File: config.mk
export PLATFORM = sky130hd
export DESIGN_NAME = mastermind_game_tracker
export DESIGN_NICKNAME = d
export VERILOG_FILES = /design/src/rtl/mastermind_pkg.sv /design/src/rtl/mastermind_history_ram.sv /design/src/rtl/mastermind_game_tracker.sv
export SDC_FILE = /design/constraint.sdc
export NUM_CORES = 1
export LEC_CHECK = 0
export CELL_PAD_IN_SITES_DETAIL_PLACEMENT = 0
export CELL_PAD_IN_SITES_GLOBAL_PLACEMENT = 1
export CORE_UTILIZATION = 44
export CTS_CLUSTER_SIZE = 30
export DETAILED_ROUTE_END_ITERATION = 6
export GPL_TIMING_DRIVEN = 0
export PLACE_DENSITY_LB_ADDON = 0.1
export SYNTH_ARGS = -nofsm -noshare
export SYNTH_HDL_FRONTEND = slang
export SYNTH_SLANG_ARGS = --single-unit
export TNS_END_PERCENT = 10
File: constraint.sdc
create_clock -name clk -period 2.75 [get_ports clk]
set_clock_uncertainty 0.2 [all_clocks]
set_input_delay 0.4125 -clock clk [delete_from_list [all_inputs] [get_ports clk]]
set_output_delay 0.4125 -clock clk [all_outputs]
set_load 0.01 [all_outputs]
File: src/rtl/mastermind_pkg.sv
// rtl/mastermind_pkg.sv - shared game-state encoding and default sizing for the mastermind tracker
package mastermind_pkg;

  // Game outcome as seen by the controller and the result displays.
  typedef enum logic [1:0] {
    PLAYING = 2'd0,
    WON     = 2'd1,
    LOST    = 2'd2
  } game_state_t;

  // Default sizing: a 4-peg code, 8 guesses per game, 3-bit peg counts.
  localparam int DEF_PEGS        = 4;
  localparam int DEF_MAX_GUESSES = 8;
  localparam int DEF_CNT_W       = 3;

endpackage

File: src/rtl/mastermind_history_ram.sv
// rtl/mastermind_history_ram.sv - per-game red/white feedback register file, one write port, one async read port
module mastermind_history_ram
  import mastermind_pkg::*;
#(
  parameter int DEPTH   = DEF_MAX_GUESSES,
  parameter int ENTRY_W = 2 * DEF_CNT_W,
  parameter int ADDR_W  = $clog2(DEF_MAX_GUESSES + 1)
) (
  input  logic               clk,
  input  logic               reset,
  input  logic               clr,
  input  logic               we,
  input  logic [ADDR_W-1:0]  waddr,
  input  logic [ENTRY_W-1:0] wdata,
  input  logic [ADDR_W-1:0]  raddr,
  output logic [ENTRY_W-1:0] rdata
);

  logic [ENTRY_W-1:0] mem [DEPTH];

  // Storage: cleared by reset or a new game, otherwise written one entry per accepted guess.
  // The address is matched per entry so an out-of-range address simply hits nothing.
  always_ff @(posedge clk or posedge reset) begin
    if (reset) begin
      for (int i = 0; i < DEPTH; i++) begin
        mem[i] <= '0;
      end
    end else if (clr) begin
      for (int i = 0; i < DEPTH; i++) begin
        mem[i] <= '0;
      end
    end else if (we) begin
      for (int i = 0; i < DEPTH; i++) begin
        if (waddr == ADDR_W'(i)) begin
          mem[i] <= wdata;
        end
      end
    end
  end

  // Read port: combinational; addresses beyond the table read as zero.
  always_comb begin
    rdata = '0;
    for (int i = 0; i < DEPTH; i++) begin
      if (raddr == ADDR_W'(i)) begin
        rdata = mem[i];
      end
    end
  end

endmodule

File: src/rtl/mastermind_game_tracker.sv
// rtl/mastermind_game_tracker.sv - counts guesses, keeps feedback history and decides win/loss
module mastermind_game_tracker
  import mastermind_pkg::*;
#(
  parameter  int MAX_GUESSES = DEF_MAX_GUESSES,
  parameter  int PEGS        = DEF_PEGS,
  parameter  int CNT_W       = DEF_CNT_W,
  localparam int GU_W        = $clog2(MAX_GUESSES + 1)
) (
  input  logic             clk,
  input  logic             reset,
  input  logic             new_game,
  input  logic             result_valid,
  input  logic [CNT_W-1:0] red,
  input  logic [CNT_W-1:0] white,
  input  logic [GU_W-1:0]  hist_idx,
  output logic [CNT_W-1:0] hist_red,
  output logic [CNT_W-1:0] hist_white,
  output logic             hist_valid,
  output logic [CNT_W-1:0] last_red,
  output logic [CNT_W-1:0] last_white,
  output logic [GU_W-1:0]  guesses_used,
  output logic [1:0]       game_state,
  output logic             accept_guess,
  output logic             protocol_err
);

  // Peg limit and guess limit expressed at the widths they are compared against.
  localparam logic [CNT_W:0]  PEGS_W = (CNT_W + 1)'(PEGS);
  localparam logic [GU_W-1:0] MAX_W  = GU_W'(MAX_GUESSES);

  game_state_t state_q;
  game_state_t state_d;

  logic [GU_W-1:0]    used_q;
  logic [GU_W-1:0]    used_inc;
  logic [CNT_W-1:0]   last_red_q;
  logic [CNT_W-1:0]   last_white_q;
  logic               perr_q;

  logic [CNT_W:0]     fb_sum;
  logic               fb_legal;
  logic               fb_win;
  logic               strobe_live;
  logic               take_guess;
  logic               bad_guess;
  logic [2*CNT_W-1:0] rd_entry;

  // Feedback legality: the sum is one bit wider so 7+7 cannot wrap into a legal value.
  assign fb_sum   = {1'b0, red} + {1'b0, white};
  assign fb_legal = ({1'b0, red} <= PEGS_W) && (fb_sum <= PEGS_W);
  assign fb_win   = ({1'b0, red} == PEGS_W);

  // A strobe only matters while playing and when no new game is being requested;
  // in WON/LOST it is dropped without raising an error.
  assign strobe_live = result_valid && (state_q == PLAYING) && !new_game;
  assign take_guess  = strobe_live && fb_legal;
  assign bad_guess   = strobe_live && !fb_legal;
  assign used_inc    = used_q + GU_W'(1);

  // Game FSM state register.
  always_ff @(posedge clk or posedge reset) begin
    if (reset) begin
      state_q <= PLAYING;
    end else begin
      state_q <= state_d;
    end
  end

  // Game FSM next state: a win on the last guess beats running out of guesses.
  always_comb begin
    state_d = state_q;
    if (new_game) begin
      state_d = PLAYING;
    end else begin
      case (state_q)
        PLAYING: begin
          if (take_guess) begin
            if (fb_win) begin
              state_d = WON;
            end else if (used_inc == MAX_W) begin
              state_d = LOST;
            end
          end
        end
        WON, LOST: state_d = state_q;
        default:   state_d = PLAYING;
      endcase
    end
  end

  // Guess counter, most-recent feedback and sticky protocol error.
  always_ff @(posedge clk or posedge reset) begin
    if (reset) begin
      used_q       <= '0;
      last_red_q   <= '0;
      last_white_q <= '0;
      perr_q       <= 1'b0;
    end else if (new_game) begin
      used_q       <= '0;
      last_red_q   <= '0;
      last_white_q <= '0;
      perr_q       <= 1'b0;
    end else begin
      if (take_guess) begin
        used_q       <= used_inc;
        last_red_q   <= red;
        last_white_q <= white;
      end
      if (bad_guess) begin
        perr_q <= 1'b1;
      end
    end
  end

  mastermind_history_ram #(
    .DEPTH   (MAX_GUESSES),
    .ENTRY_W (2 * CNT_W),
    .ADDR_W  (GU_W)
  ) u_history (
    .clk   (clk),
    .reset (reset),
    .clr   (new_game),
    .we    (take_guess),
    .waddr (used_q),
    .wdata ({red, white}),
    .raddr (hist_idx),
    .rdata (rd_entry)
  );

  // History read-out is masked to zero for guesses not yet taken this game.
  assign hist_valid   = (hist_idx < used_q);
  assign hist_red     = hist_valid ? rd_entry[2*CNT_W-1:CNT_W] : '0;
  assign hist_white   = hist_valid ? rd_entry[CNT_W-1:0]       : '0;

  assign last_red     = last_red_q;
  assign last_white   = last_white_q;
  assign guesses_used = used_q;
  assign game_state   = state_q;
  assign accept_guess = (state_q == PLAYING);
  assign protocol_err = perr_q;

endmodule

==> results of run 1 <==
==> worst reg2reg max path, delay by kind of cell (launching register included) <==
family | cells | cell delay [ns]
simple gates | 2 | 0.52
buf+inv | 3 | 0.48
flops | 1 | 0.41
compound gates | 2 | 0.35
fa+ha+maj | 1 | 0.22
==> sequential cells by signal (all words and copies together), names as in the netlist <==
register       count
guesses_used       4
u_history.mem     48
game_state         2
last_red           3
protocol_err       1
last_white         3
==> metrics by stage <==
step | power, mW | instance area, sq um | hold slack (ns) | worst slack [ns] | utilization
after floorplan | 1.16 | 3630 | 0.309 | 0.100 | -
after global placement | 1.30 | 4090 | 0.277 | -1.16 | 0.522
after detailed placement | 1.30 | 4110 | 0.292 | -1.23 | 0.524
after CTS | 2.00 | 4380 | 0.288 | -0.0499 | 0.558
after global routing | 2.11 | 4530 | 0.330 | -0.00600 | 0.578
final | 2.03 | 4530 | 0.284 | 0.0687 | 0.578
==> repair_timing <==
action                     in CTS  in global routing
setup endpoints to repair      68                 53
gates resized for setup        49                 21
buffers inserted                1                 10
pin swaps                       3                  2
hold buffers                    0                  0
==> power by group through the flow <==
stage,clock network (mW),logic [mW],registers [mW]
3_5_place_dp,0,0.375,0.928
4_1_cts,0.695,0.394,0.911
5_1_grt,0.731,0.462,0.912
3_3_place_gp,0,0.372,0.928
2_1_floorplan,0,0.229,0.929
6_report,0.686,0.429,0.911
==> logic make-up (layout without fill, tap and decap cells) <==
group | after synthesis | count (layout) | share of synthesized area
compound gates | 155 | 155 | 0.238
simple gates | 117 | 117 | 0.179
flops | 61 | 61 | 0.420
buf+inv | 58 | 117 | 0.0709
mux | 13 | 13 | 0.0468
fa+ha+maj | 12 | 12 | 0.0434
xor+xnor | 1 | 1 | 0.00241
==> layer usage <==
metal,vias to the layer above,track usage,wire (microns)
li1,1648,-,-
met1,1686,0.404,5070
met2,143,0.439,5310
met3,28,0.0493,855
met4,0,0.113,368
met5,-,0,0
==> cell type report <==
cell class,instances,share of cell area
Clock buffer,13,0.0328
Multi-Input combinational cell,298,0.434
Timing Repair Buffer,45,0.0958
Inverter,15,0.0124
Clock inverter,2,0.00221
Tap cell,102,0.0281
Buffer,42,0.0568
Sequential cell,61,0.337
==> cells in the final DEF, fill, tap and decap left out, drive strengths merged, types with 9 or more instances in the layout <==
master	netlist	layout
a21oi	67	67
nand3	62	62
dfrtp	61	61
o21ai	61	61
clkbuf	22	36
buf	19	30
clkdlybuf4s50	0	21
inv	15	15
nor2	11	11
ha	11	11
nand4	9	9
==> worst max path at each step <==
stage                                          endpoint  cells past startpoint
after CTS                   guesses_used[3]$_DFFE_PP0P_                      9
after floorplan             guesses_used[3]$_DFFE_PP0P_                      8
after global routing                         hist_valid                      6
final                                       hist_red[2]                      8
after global placement    u_history.mem[20]$_DFFE_PP0P_                     10
after detailed placement  u_history.mem[40]$_DFFE_PP0P_                     10
==> flow_summary.ini, run 1 <==
[timing]
rsz0062_at_grt = yes
hold_violations = 0
drv_slew = 0
finalSetupViolCount = 0
period_share = 0.975
tightest_slew_ns = 0.789
max_freq_ghz = 0.373
min_period_ns = 2.68
maxSlewHeadroom = 0.473
fin_setup_tns_ns = 0

[drt]
antenna_left = 0
viasPerCell = 6.06
vias = 3505
drt_iter0_markers = 174
route.detailed.drc = 0
wl_mm = 11.6
post_drt_wl_per_cell_microns = 20.1
drt_pass1_iterations = 4

[yosys]
synth-edff-count = 0
ys_types = 49
synthArstFlopShare = 1.00
ys_seq_area_frac = 0.420
syn_area_sq_um = 3630
ys_warn_count = 0
synth_area_per_cell_sq_um = 8.72
ys_seq_elements = 61
synth_most_common_cell = a21oi_1
synthesis.nets = 443
netlist_top_cells_count = a21oi_1 (67), nand3_1 (62), dfrtp_1 (61), o21ai_1 (57), clkbuf_1 (22)
synth_area_leaders = dfrtp_1 (42%), a21oi_1 (9.2%), nand3_1 (8.5%), o21ai_1 (7.8%), ha_1 (3.8%)
yosysTopAreaCellShare = 0.420
synthFlopType = dfrtp_1
synth_cells = 417
synth_top_area_cell = dfrtp_1

[min_path]
min_delay_path_depth = 3
hold_path.class = input pin to flop
min-delay-start = new_game
hold_end = protocol_err$_DFFE_PP0P_

[worst_setup_path]
r2r_cells = 8
worstSetupStartpointType = input pin
r2r_slack_ns = 0.42
r2r-start = game_state[1]$_DFFE_PP0P_
endpoint_kind = primary output
arrival_ns = 2.07
cp_num_buf_inv = 4
cp-startpoint = hist_idx[1]
crit_path_cell_trace = dlygate4sd2_1, clkbuf_8, buf_4, or3_4, nor2_1, o22ai_1, a21oi_1, clkdlybuf4s15_2
rr_endpoint = u_history.mem[22]$_DFFE_PP0P_
critPathMaxStageDelay_ns = 0.41
crit_type = input pin to primary output
worst-path-max-fanout = 10
critPathSlowestCell = or3_4
cpLargestDelayFamily = buffers and inverters
worstPathRequired_ns = 2.14

[floorplanning]
dieWidth_microns = 92.9
num_io_pins = 35
die_area_sq_um = 8630
fp.dieH_microns = 92.9
initial_core_util = 0.463
core_sq_um = 7850
rows = 32

[clocking]
cts.sinks = 61
htreeDepth = 3
insertion_delay_ns = 0.34
clkSlewWorstSetupHoldPaths_ns = 0.06
cts_buffers = 9
cts_tree = yes
cts_root_buffer = clkbuf_8
cts.path.max_buffers = 2

[power_and_ir_drop]
combPwrFrac = 0.212
switching_power_mw = 0.630
p_int_mw = 1.40
p_clk_frac = 0.338
seqPwrFrac = 0.450
p_leak_nw = 1.81
switching_share = 0.311
power_density_nw_per_um2 = 447
worst_ir_drop_vdd_mv = 0.244

[place]
routabilityCongestion = 0.867
port_buffers = 33
dp_cells = 553
post-dp-hpwl_mm = 8.21

[global_routing]
gr-total-overflow = 0
grt_pass1_vias = 3270
antenna_found_initial = 0
grt_start_max_net_pins = 37
track_usage = 0.287
grt_pass1_wl_mm = 18.4

[outcome]
status = completed

[flow_run]
max-cap-violations = 0

[finish]
diodes = 0
multi_input_area_sq_um = 1970
drive_gt1_frac = 0.168
layout.nets = 498
seqCellArea_sq_um = 1530
fillCellCount = 764
stdcell_count = 578
syn_to_final_growth_pct = 24.8
Note: power is estimated with default switching activity, not from simulation.
==> run 2: changes to the inputs <==
REMOVE_ABC_BUFFERS = 1   (was default)
==> run 2 against run 1 <==
Combinational power shrank 2%. Clock power increased by 29%. Non-clock buffer count decreased by 41. Largest power group unchanged. Critical endpoint is now guesses_used[3]$_DFFE_PP0P_. Global-route usage is 1.9 points lower. Maximum frequency up 0.31%. Final cell count decreased by 6.7%. Register-to-register slack worse by 0.16 ns. Largest cell class unchanged. Critical path type is now input pin to flop.
==> flow_summary.ini, run 2 (synthesized netlist as in run 1, its figures left out) <==
[finish]
drive_gt1_frac = 0.135
layout.nets = 459
diodes = 0
layout_commonest_cell = a21oi_1
mostFrequentLayoutCells = a21oi_1 (64), nand3_1 (62), dfrtp_1 (58)
top_register = u_history.mem
syn_to_final_growth_pct = 19.7
largest_register_ffs = 48

[global_routing]
grt_start_max_net_pins = 41
grt_pass1_vias = 3105
track_usage = 0.268
gr-total-overflow = 0
antenna_found_initial = 0
grt_pass1_wl_mm = 17.6

[place]
post-dp-hpwl_mm = 6.67
port_buffers = 34
routabilityCongestion = 0.789
preCtsSetupSlack_ns = -1.38

[timing]
finalSetupViolCount = 0
maxSlewHeadroom = 0.577
layout_setup_ws_ns = 0.0770
drv_slew = 0
max_freq_ghz = 0.374
min_period_ns = 2.67
hold_violations = 0
hold_ws_ns = 0.217
period_share = 0.972
tightest_slew_ns = 0.634

[worst_setup_path]
worst-path-max-fanout = 10
arrival_ns = 2.74
worstPathRequired_ns = 2.81
endpoint_kind = flop
worstSetupStartpointType = input pin
crit_type = input pin to flop

[power_and_ir_drop]
total_power_mw = 2.22
p_leak_nw = 1.72
power_density_nw_per_um2 = 509
worst_ir_drop_vdd_mv = 0.219

[clocking]
cts.sinks = 61
cts_tree = yes
clkSlewWorstSetupHoldPaths_ns = 0.07
insertion_delay_ns = 0.34
cts_root_buffer = clkbuf_8
cts_buffers = 9
htreeDepth = 3
cts.path.max_buffers = 2

[drt]
antenna_left = 0
post_drt_wl_per_cell_microns = 20.8
drt_iter0_markers = 284
wl_mm = 11.2
viasPerCell = 6.29
route.detailed.drc = 0
vias = 3391
drt_pass1_iterations = 5

[outcome]
status = completed

[flow_run]
max-cap-violations = 0

[floorplanning]
fp.dieH_microns = 92.9
initial_core_util = 0.463
rows = 32
num_io_pins = 35
die_area_sq_um = 8630
core_sq_um = 7850
dieWidth_microns = 92.9

[min_path]
hold_path.class = input pin to asynchronous set/reset pin
## run 2: worst paths after layout
kind / from / end / slack (ns) / cells past startpoint
max: white[2] / guesses_used[3]$_DFFE_PP0P_ / 0.08 / 6
min: reset / u_history.mem[35]$_DFFE_PP0P_ / 0.22 / 2
max reg2reg: game_state[1]$_DFFE_PP0P_ / guesses_used[3]$_DFFE_PP0P_ / 0.26 / 6
min reg2reg: protocol_err$_DFFE_PP0P_ / protocol_err$_DFFE_PP0P_ / 0.30 / 1
max in group asynchronous: reset / guesses_used[1]$_DFFE_PP0P_ / 1.52 / 3
min in group clk: white[0] / u_history.mem[18]$_DFFE_PP0P_ / 0.27 / 3
## run 2: critical path: stages
cell           delay, ns
dlygate4sd2_1       0.50
ha_1                0.41
a21oi_2             0.46
o211ai_4            0.25
or4_1               0.55
a21oi_1             0.15
## run 2: report_power, final
part           switching, mW  leakage [nW]  internal, mW  total, mW
clock                  0.359         0.112         0.525      0.884
sequential           0.00568         0.845         0.905      0.911
combinational          0.286         0.760         0.135      0.421
## run 2: metal layers
metal | vias to the layer above | global-route usage | wire [microns]
li1 | 1578 | - | -
met1 | 1668 | 0.392 | 5090
met2 | 127 | 0.398 | 5150
met3 | 18 | 0.0452 | 734
met4 | 0 | 0.0923 | 219
met5 | - | 0 | 0
## run 2: cell type report
| class | count | area [sq um] |
|---|---|---|
| clock inverter | 5 | 75.1 |
| tap | 102 | 128 |
| fill | 743 | 3500 |
| clock buffer | 10 | 138 |
| timing repair buffer | 46 | 449 |
| inverter | 15 | 56.3 |
| multi-input combinational | 300 | 1970 |
| sequential | 61 | 1530 |
## run 2: timing repair
item                                    4_1_cts  5_1_grt
cloned                                        1        1
pin swaps                                     2        5
gates resized for setup                      55       13
endpoints found under the setup margin       68       48
hold buffers                                  0        0
setup buffers                                 2        6
## run 2: stage by stage
step	TNS, ns	cells	instance area (sq um)	utilization
after detailed placement	-73.28	514	3990	0.509
after global placement	-174.34	510	3900	0.497
after global routing	-0.00426	539	4350	0.554
final	0	539	4350	0.554
after floorplan	-16.07	374	3430	-
after CTS	0	532	4260	0.542
==> run 3: changes to the inputs <==
PLACE_DENSITY = 0.82   (was default)
PLACE_DENSITY_LB_ADDON = default   (was 0.1)
==> run 3 against run 2 <==
Sequential share of layout area up 0.23 points. Sequential power about the same. Critical path type is now flop to primary output. Largest power group unchanged. Largest cell class unchanged. Non-clock buffer count down 2.
==> flow_summary.ini, run 3 (synthesized netlist as in run 1, its figures left out) <==
[worst_setup_path]
r2r-start = game_state[1]$_DFFE_PP0P_
rr_endpoint = guesses_used[3]$_DFFE_PP0P_
worst-path-max-fanout = 5
arrival_ns = 2.06
critPathSlowestCell = clkdlybuf4s50_1
endpoint_kind = primary output
crit_path_cell_trace = inv_1, ha_1, a21oi_4, o21ai_4, inv_1, clkdlybuf4s50_1
r2r_cells = 6
worstSetupStartpointType = flop
crit_top_cell = inv_1
worstPathRequired_ns = 2.14
r2r_slack_ns = 0.29
critPathMaxStageDelay_ns = 0.53
crit_type = flop to primary output

[drt]
antenna_left = 0
viasPerCell = 6.25
post_drt_wl_per_cell_microns = 20.6
wl_mm = 11.1
vias = 3357
drt_pass1_iterations = 5
route.detailed.drc = 0
drt_iter0_markers = 365

[power_and_ir_drop]
power_density_nw_per_um2 = 496
p_leak_nw = 1.69
p_int_mw = 1.51
switching_share = 0.297
seqPwrFrac = 0.425
p_clk_frac = 0.380
combPwrFrac = 0.195
worst_ir_drop_vdd_mv = 0.334
switching_power_mw = 0.637

[floorplanning]
rows = 32
core_sq_um = 7850
die_area_sq_um = 8630
dieWidth_microns = 92.9
num_io_pins = 35
initial_core_util = 0.463
fp.dieH_microns = 92.9

[finish]
layout_commonest_cell = a21oi_1
multi_input_area_sq_um = 1970
top_register = u_history.mem
fillCellCount = 755
drive_gt1_frac = 0.122
final_area_sq_um = 4320
diodes = 0
seqCellArea_sq_um = 1530
stdcell_count = 537
layout.nets = 457
syn_to_final_growth_pct = 18.8
largest_register_ffs = 48
mostFrequentLayoutCells = a21oi_1 (64), nand3_1 (62), dfrtp_1 (59)

[global_routing]
track_usage = 0.270
gr-total-overflow = 0
use_met1 = 0.389
antenna_found_initial = 0
met2_usage = 0.406
top_usage_layer = met2
grt_pass1_wl_mm = 17.8
grt_start_max_net_pins = 36
grt_pass1_vias = 3319
grt_use_met3 = 0.0558

[timing]
hold_violations = 0
hold_ws_ns = 0.264
rsz0062_at_grt = yes
min_period_ns = 2.67
tightest_slew_ns = 0.689
period_share = 0.972
finalSetupViolCount = 0
maxSlewHeadroom = 0.540
layout_setup_ws_ns = 0.0772
drv_slew = 0
max_freq_ghz = 0.374

[clocking]
cts-hold-fix-buffers = 0
insertion_delay_ns = 0.34
htreeDepth = 3
cts.path.max_buffers = 2
cts_buffers = 9
cts_tree = yes
cts_root_buffer = clkbuf_8
clkSlewWorstSetupHoldPaths_ns = 0.07
cts.sinks = 61

[min_path]
hold_end = u_history.mem[18]$_DFFE_PP0P_
min-delay-start = white[0]
min_delay_path_depth = 3
hold_path.class = input pin to flop

[place]
routabilityCongestion = 0.798
post_dp_cell_area_sq_um = 3990
dp_cells = 514
port_buffers = 34
post-dp-hpwl_mm = 6.79
preCtsSetupSlack_ns = -1.27

[outcome]
status = completed

[flow_run]
max-cap-violations = 0
[run 3: cell types whose count changed in the layout (fill, tap and decap cells not counted), sizes merged]
cell           change
clkinv             -3
dlygate4sd2        -2
clkbuf             +4
clkdlybuf4s15      +1
buf                -1
bufinv             -1
[run 3: layout make-up]
class	count	share of cell area
clock inverters	1	0.00695
inverters	15	0.0130
repair buffers	44	0.102
well taps	102	0.0295
clock buffers	14	0.0377
multi-input cells	300	0.457
flip-flops and latches	61	0.354
[run 3: stage by stage]
stage	util	TNS [ns]	total power [mW]
2_1_floorplan	-	-16.07	1.09
4_1_cts	0.543	0	2.12
5_1_grt	0.550	-0.0105	2.21
3_5_place_dp	0.509	-71.76	1.28
6_report	0.550	0	2.14
3_3_place_gp	0.497	-168.58	1.24
[run 3: power groups by stage]
stage,clock network [mW],logic [mW],registers [mW]
5_1_grt,0.854,0.444,0.912
6_report,0.814,0.419,0.911
3_5_place_dp,0,0.352,0.928
3_3_place_gp,0,0.309,0.928
4_1_cts,0.826,0.379,0.911
2_1_floorplan,0,0.162,0.929
[run 3: worst max-delay path: cells and delay by family, from the launching register on]
kind / cells / cell delay (ns)
buf+inv: 3 / 0.69
flops: 1 / 0.40
compound gates: 2 / 0.36
fa+ha+maj: 1 / 0.27
[run 3: worst max path at each step]
stage | from | to | slack [ns]
after floorplan | red[0] | last_red[2]$_DFFE_PP0P_ | -0.35
after global placement | red[0] | last_red[2]$_DFFE_PP0P_ | -2.20
after detailed placement | red[0] | guesses_used[2]$_DFFE_PP0P_ | -1.27
after CTS | red[1] | guesses_used[2]$_DFFE_PP0P_ | 0.01
after global routing | guesses_used[1]$_DFFE_PP0P_ | hist_valid | -0.01
final | guesses_used[1]$_DFFE_PP0P_ | hist_valid | 0.08
[run 3: routing by layer]
metal / vias up / part of all wire
li1: 1568 / -
met1: 1630 / 0.46
met2: 140 / 0.46
met3: 19 / 0.069
met4: 0 / 0.014
met5: - / 0
[run 3: repair_timing]
action / in CTS / in global routing
setup endpoints to repair: 68 / 53
setup buffers: 3 / 3
cloned: 2 / 0
pin swaps: 3 / 0
gates resized for setup: 53 / 15
